--- src/rtl/jt51_serdac.sv ---
// Serial DAC front-end: converts the 16-bit left/right sums into YM3012-style
// floating-point words and shifts them out LSB-first with per-channel latch strobes.
module jt51_serdac #(
    parameter int PAD = 3
) (
    input  logic        clk,
    input  logic        rst,
    input  logic        cen,
    input  logic        sample_stb,
    input  logic [15:0] left,
    input  logic [15:0] right,
    output logic        so,
    output logic        sbit,
    output logic        sh1,
    output logic        sh2,
    output logic        busy,
    output logic        ovr
);

    localparam int WL = PAD + 13;
    localparam int FL = 2 * WL;
    localparam int CW = $clog2(FL);
    localparam logic [CW-1:0] CNT_SH1  = CW'(WL - 1);
    localparam logic [CW-1:0] CNT_LAST = CW'(FL - 1);

    typedef enum logic { IDLE, SHIFT } state_t;

    state_t        state;
    logic [CW-1:0] cnt;
    logic [FL-1:0] sr;
    logic [FL-1:0] frame_new;

    // Smallest exponent whose window still holds the sign; mantissa is the
    // 10-bit arithmetic shift by e-1 (floor toward minus infinity).
    function automatic logic [12:0] to_float(input logic signed [15:0] lin);
        logic [2:0] e;
        logic [9:0] man;
        e = 3'd7;
        for (int i = 7; i >= 1; i--) begin
            if (((lin >>> (i + 8)) == 16'sd0) || ((lin >>> (i + 8)) == -16'sd1))
                e = 3'(i);
        end
        man = 10'(lin >>> (e - 3'd1));
        return {e, man};
    endfunction

    function automatic logic [WL-1:0] make_word(input logic [15:0] lin);
        return WL'(to_float($signed(lin))) << PAD;
    endfunction

    always_comb begin
        frame_new = {make_word(right), make_word(left)};
    end

    always_ff @(posedge clk) begin
        if (rst) begin
            state <= IDLE;
            cnt   <= '0;
            sr    <= '0;
            so    <= 1'b0;
            sbit  <= 1'b0;
            sh1   <= 1'b0;
            sh2   <= 1'b0;
            busy  <= 1'b0;
            ovr   <= 1'b0;
        end else if (cen) begin
            case (state)
                IDLE: begin
                    so   <= 1'b0;
                    sbit <= 1'b0;
                    sh1  <= 1'b0;
                    sh2  <= 1'b0;
                    cnt  <= '0;
                    if (sample_stb) begin
                        sr    <= frame_new;
                        state <= SHIFT;
                        busy  <= 1'b1;
                    end else begin
                        busy  <= 1'b0;
                    end
                end
                SHIFT: begin
                    if (sample_stb && cnt != CNT_LAST) begin
                        // Overrun: drop the rest of this frame, no bit on this tick.
                        sr   <= frame_new;
                        cnt  <= '0;
                        ovr  <= 1'b1;
                        so   <= 1'b0;
                        sbit <= 1'b0;
                        sh1  <= 1'b0;
                        sh2  <= 1'b0;
                        busy <= 1'b1;
                    end else begin
                        so   <= sr[0];
                        sbit <= 1'b1;
                        sh1  <= (cnt == CNT_SH1);
                        sh2  <= (cnt == CNT_LAST);
                        if (cnt == CNT_LAST) begin
                            cnt <= '0;
                            if (sample_stb) begin
                                sr   <= frame_new;
                                busy <= 1'b1;
                            end else begin
                                sr    <= '0;
                                state <= IDLE;
                                busy  <= 1'b0;
                            end
                        end else begin
                            cnt  <= cnt + 1'b1;
                            sr   <= sr >> 1;
                            busy <= 1'b1;
                        end
                    end
                end
                default: begin
                    state <= IDLE;
                    busy  <= 1'b0;
                end
            endcase
        end
    end

endmodule

--- config.mk ---
export PLATFORM = sky130hd
export DESIGN_NAME = jt51_serdac
export DESIGN_NICKNAME = d
export VERILOG_FILES = /design/src/rtl/jt51_serdac.sv
export SDC_FILE = /design/constraint.sdc
export NUM_CORES = 1
export LEC_CHECK = 0
export CAP_MARGIN = 20
export CORE_UTILIZATION = 56
export CTS_CLUSTER_DIAMETER = 200
export DETAILED_ROUTE_END_ITERATION = 10
export PLACE_DENSITY_LB_ADDON = 0.25
export SYNTH_ARGS = -nofsm -noshare
export SYNTH_HDL_FRONTEND = slang
export SYNTH_SLANG_ARGS = --single-unit
--- constraint.sdc ---
create_clock -name clk -period 4.6 [get_ports clk]
set_input_delay 0.46 -clock clk [delete_from_list [all_inputs] [get_ports clk]]
set_output_delay 0.46 -clock clk [all_outputs]
set_load 0.01 [all_outputs]
==> flow_summary.toml, run 1 <==
[global_route]
overflow = 0
grt_start_max_net_pins = 33
antenna_found_initial = 0
grt_pass1_wl_um = 14900
grt_usage_pct = 30.0
first_global_vias = 3153

[finish]
fin_cells = 523
final_cell_mix = "nor2_1, dfxtp_1, nand2_1, clkdlybuf4s50_1, nand3_1"
diodes = 0
n_fill_cell = 457
drive_gt1_share_pct = 11.5
synthToLayoutAreaGrowth_pct = 17.9
layout_commonest_cell = "nor2_1"
nets = 494

[drt]
routed_wl_um = 8680
top_layer_used = "met4"
drtAntennaViolNets = 0
route.met3.wl_um = 510
route.met2.wl_um = 4100
drc = 0
via_per_inst = 6.60
dr_total_vias = 3451
first_pass_iters = 6
wl_per_cell_um = 16.6
wl_met1_um = 3950
drt-initial-drc-count = 258

[power]
p_leak_nw = 1.43
vdd_drop_max_v = 0.000263
power_density_nw_per_um2 = 270

[worst_setup_path]
endpoint_kind = "flip-flop"
arrival_ps = 3940
cp_data_required_time_ps = 4810
regToRegSetupSlack_ps = 2440
critPathKind = "in -> reg"
cp-start-kind = "input port"
crit_path_max_fanout = 12

[job]
cap_violations = 0

[synth]
yosysUniqueCellTypes = 61
synthArstFlopShare_pct = 0
synth_flop_cell = "dfxtp_1"
seq_area_frac_synth_pct = 26.3
syn_nets = 462
synth_edf_count = 0
yosysWarnings = 0
ys_seq_elements = 43
synth_cells = 418
netlist_area_um2 = 3270
synth_area_per_cell_um2 = 7.83

[die]
dieWidth_um = 78.5
core-area_um2 = 5570
ioPinCount = 42
die_h_um = 78.5
num_rows = 27
initial_core_util_pct = 58.7
dieArea_um2 = 6150

[clock_network]
postCtsSetupBuffers = 0
clk_pin_slew_ps = 90
cts_buffer_depth = 2
clockRootBuffer = "clkbuf_8"
cts_tree = "built"
numCtsBuffers = 5
cts_resized = 0
cts.hold.buffers_added = 0
clock_sinks = 43
clk_latency_ps = 300
htree_levels = 2

[timing]
relSlewSlack_pct = 48.5
drv_slew = 0
fin_crit_sh_pct = 81.2
hold_viol_final = 0
worstMarginPinSlew_ps = 765
skew_ps = 9.46
rsz0062_at_grt = "no"
period_needed_ps = 3740
setup_viol = 0
timing.fmax_ghz = 0.268
fin_tns_setup_ps = 0

[run_status]
outcome = "complete, no violations"

[placement]
routabilityCongestion = 0.963
io_buffer_count = 41
dp_cells = 514
dp_hpwl_um = 6410

[min_path]
min_path_type = "reg -> reg"
cells in the mapped netlist, types with 2 or more instances:
| master | number | area share, % |
|---|---|---|
| mux4_2 | 5 | 3.4 |
| and4_1 | 2 | 0.54 |
| or3_1 | 2 | 0.38 |
| or4_4 | 2 | 0.69 |
| mux2i_1 | 9 | 2.8 |
| o221ai_1 | 3 | 0.80 |
| o21bai_1 | 7 | 1.6 |
| inv_1 | 14 | 1.6 |
| a311oi_1 | 10 | 2.7 |
| a221oi_1 | 8 | 2.1 |
| nand2_1 | 41 | 4.7 |
| buf_2 | 6 | 0.92 |
| a211oi_1 | 4 | 0.92 |
| mux2_2 | 15 | 5.2 |
| o21ai_0 | 20 | 3.1 |
| o21a_1 | 3 | 0.69 |
| nor4_1 | 3 | 0.57 |
| or2_2 | 2 | 0.38 |
| clkbuf_1 | 18 | 2.1 |
| a21oi_1 | 22 | 3.4 |
| or4b_1 | 2 | 0.61 |
| a21o_1 | 2 | 0.46 |
| and3_1 | 2 | 0.38 |
| ha_1 | 8 | 3.1 |
| nor2_1 | 53 | 6.1 |
| nor3_2 | 2 | 0.61 |
| a22oi_1 | 14 | 3.2 |
| nor3_1 | 7 | 1.1 |
| o32ai_1 | 3 | 0.80 |
| o211ai_1 | 14 | 3.2 |
| a41oi_1 | 6 | 1.6 |
| nand3_1 | 23 | 3.5 |
| o22a_1 | 2 | 0.54 |
| and2_1 | 4 | 0.76 |
| dfxtp_1 | 43 | 26 |
| a211o_1 | 5 | 1.3 |
| nand3b_1 | 2 | 0.46 |
| o31a_1 | 2 | 0.54 |
| nand2b_1 | 6 | 1.1 |
path summary, 6_finish.rpt:
| kind | startpoint | endpoint | cells past startpoint |
|---|---|---|---|
| setup / recovery | right[14] | sr[28] | 12 |
| hold / removal | sh2 | sh2 | 2 |
| setup reg to reg | cnt[0] | sr[27] | 10 |
| hold reg to reg | sh2 | sh2 | 2 |
critical path, stage by stage:
cell and delay (ps):
clkdlybuf4s50_1 510, inv_1 120, ha_1 140, or4b_1 460
o22a_1 250, and2_1 200, a21o_1 170, ha_1 370
buf_4 220, nor4_1 690, nand2_1 120, a311oi_1 230
layer usage:
layer,track usage [%],vias to the layer above
li1,-,1658
met1,42.3,1641
met2,46.8,138
met5,0,-
met4,8.89,0
met3,4.88,14
final cells by class:
type / instances / area (um2) / area share (%)
repair buffers: 51 / 505 / 13.1
inverters: 15 / 56.3 / 1.46
well taps: 72 / 90.1 / 2.33
flip-flops and latches: 43 / 861 / 22.3
clock inverters: 2 / 16.3 / 0.422
multi-input cells: 334 / 2250 / 58.2
clock buffers: 6 / 82.6 / 2.14
kinds of logic after synthesis:
family	share of synthesized area, %
AND/OR/NAND/NOR	22.7
AO/OA/AOI/OAI	31.4
flip-flops	26.3
buffers and inverters	5.16
multiplexers	11.4
adder cells (fa/ha/maj)	3.06
state kept, by name (all words and copies together) (netlist names):
register,flops
sh2,1
so,1
sh1,1
ovr,1
state,1
cnt,5
sr,32
sbit,1
power breakdown:
part	leakage (nW)	switching (mW)	internal (mW)
registers	0.352	0.0144	0.396
clock network	0.0474	0.135	0.123
logic	1.03	0.210	0.166
total	1.43	0.359	0.685
through the flow:
stage / hold WS [ps] / utilization, % / worst slack, ps / power (mW) / instance area (um2)
finish: 475 / 69.2 / 863 / 1.04 / 3860
global placement: 449 / 67.0 / 738 / 0.779 / 3730
floorplan: 454 / - / 1060 / 0.674 / 3270
global route: 527 / 69.2 / 595 / 1.11 / 3860
detailed placement: 456 / 67.0 / 577 / 0.784 / 3730
CTS: 470 / 68.7 / 896 / 1.04 / 3830
No activity file was read; power rests on OpenSTA's default activity.
==> run 2: changes to the inputs <==
==> constraint.sdc (replaced) <==
create_clock -name clk -period 3.75 [get_ports clk]
set_input_delay 0.375 -clock clk [delete_from_list [all_inputs] [get_ports clk]]
set_output_delay 0.375 -clock clk [all_outputs]
set_load 0.01 [all_outputs]
==> flow_summary.toml, run 2 (synthesis results as in run 1) <==
[run_status]
outcome = "complete, no violations"

[job]
cap_violations = 0

[drt]
drc = 0
wl_per_cell_um = 17.0
routed_wl_um = 9020
drtAntennaViolNets = 0
dr_total_vias = 3506
drt-initial-drc-count = 278
first_pass_iters = 5
via_per_inst = 6.62

[timing]
relSlewSlack_pct = 37.8
hold_viol_final = 0
fin_crit_sh_pct = 89.0
worstMarginPinSlew_ps = 930
timing.fmax_ghz = 0.300
setup_viol = 0
period_needed_ps = 3340
worst_slack_ps = 411
skew_ps = 12.2
fin_tns_setup_ps = 0
drv_slew = 0
rsz0062_at_grt = "no"

[power]
p_sw_share_pct = 35.2
power_frac_comb_pct = 36.9
p_leak_nw = 1.45
p_clk_share_pct = 23.4
seq_power_share_pct = 39.6
p_int_mw = 0.824
power_mw = 1.27
power_density_nw_per_um2 = 328
vdd_drop_max_v = 0.000335
p_sw_mw = 0.448

[clock_network]
clk_latency_ps = 300
postCtsSetupBuffers = 0
cts_tree = "built"
clk_pin_slew_ps = 80
clockRootBuffer = "clkbuf_8"
cts.hold.buffers_added = 0
cts_resized = 0
htree_levels = 2
numCtsBuffers = 5
clock_sinks = 43
cts_buffer_depth = 2

[worst_setup_path]
endpoint_kind = "flip-flop"
r2r_cells = 9
crit_path_max_fanout = 4
cp-start-kind = "input port"
cp-startpoint = "right[15]"
regToRegStartpoint = "cnt[0]"
arrival_ps = 3520
critPathKind = "in -> reg"
cp_data_required_time_ps = 3930

[placement]
io_buffer_count = 41
routabilityCongestion = 0.934
place_ws_ps = 141
dp_hpwl_um = 6510

[die]
dieArea_um2 = 6150
initial_core_util_pct = 58.7
dieWidth_um = 78.5
ioPinCount = 42
num_rows = 27
core-area_um2 = 5570
die_h_um = 78.5

[global_route]
overflow = 0
grt_usage_pct = 30.1
first_global_vias = 3199
grt_pass1_wl_um = 15000
antenna_found_initial = 0
grt_start_max_net_pins = 33

[finish]
reg_top3 = "sr: 32 flops, cnt: 5 flops"
nets = 501
synthToLayoutAreaGrowth_pct = 18.5
largest_reg_flops = 32
drive_gt1_share_pct = 12.7
layout_commonest_cell = "nor2_1"
diodes = 0
final_cell_mix = "nor2_1, dfxtp_1, nand2_1, clkdlybuf4s50_1, nand3_1"
largest-register = "sr"

[min_path]
min_path_type = "reg -> reg"
min_path_cells = 2
min_from = "sh2"
run 2: through the flow:
stage	instance area, um2	util (%)	hold WS, ps	cells
global placement	3790	68.0	447	522
finish	3880	69.6	473	530
floorplan	3270	-	454	418
global route	3880	69.6	512	530
CTS	3880	69.6	476	530
detailed placement	3790	68.0	463	522
run 2: final cells by class:
class	count	area [um2]
Clock buffer	6	72.6
Clock inverter	2	12.5
Fill cell	479	1700
Inverter	15	56.3
Multi-Input combinational cell	334	2250
Sequential cell	43	861
Tap cell	72	90.1
Timing Repair Buffer	58	538
run 2: power groups by stage:
stage / combinational [mW] / sequential, mW / clock [mW]
final: 0.470 / 0.504 / 0.298
after global routing: 0.511 / 0.507 / 0.325
after CTS: 0.462 / 0.503 / 0.301
after detailed placement: 0.459 / 0.514 / 0
after global placement: 0.451 / 0.513 / 0
after floorplan: 0.317 / 0.509 / 0
run 2: worst paths after layout:
path	endpoint	slack [ps]
worst max-delay path	sr[25]	410
worst min register to register	sh2	470
worst max register to register	sr[27]	1100
worst min-delay path	sh2	470
run 2: per-layer routing:
metal	wire length (um)	GRT usage [%]	vias up	share of wire, %
li1	-	-	1667	-
met1	4080	40.8	1656	45
met2	4180	48.8	156	46
met3	556	5.47	27	6.2
met4	206	8.33	0	2.3
met5	0	0	-	0
run 2: critical path, stage by stage:
cell and delay [ps]:
clkdlybuf4s50_1 460, inv_1 90, ha_1 130, or4b_1 470, o22a_1 250, and2_1 200
a21o_1 170, ha_1 290, inv_1 170, mux4_2 540, a221oi_1 280, a211oi_1 110
==> run 3: changes to the inputs <==
--- a/config.mk
+++ b/config.mk
@@ -10,6 +10,7 @@
 export CTS_CLUSTER_DIAMETER = 200
 export DETAILED_ROUTE_END_ITERATION = 10
 export PLACE_DENSITY_LB_ADDON = 0.25
+export SKIP_LAST_GASP = 1
 export SYNTH_ARGS = -nofsm -noshare
 export SYNTH_HDL_FRONTEND = slang
 export SYNTH_SLANG_ARGS = --single-unit
==> results of run 3 <==
No change in the layout: final DEF, timing and power equal those of run 2.
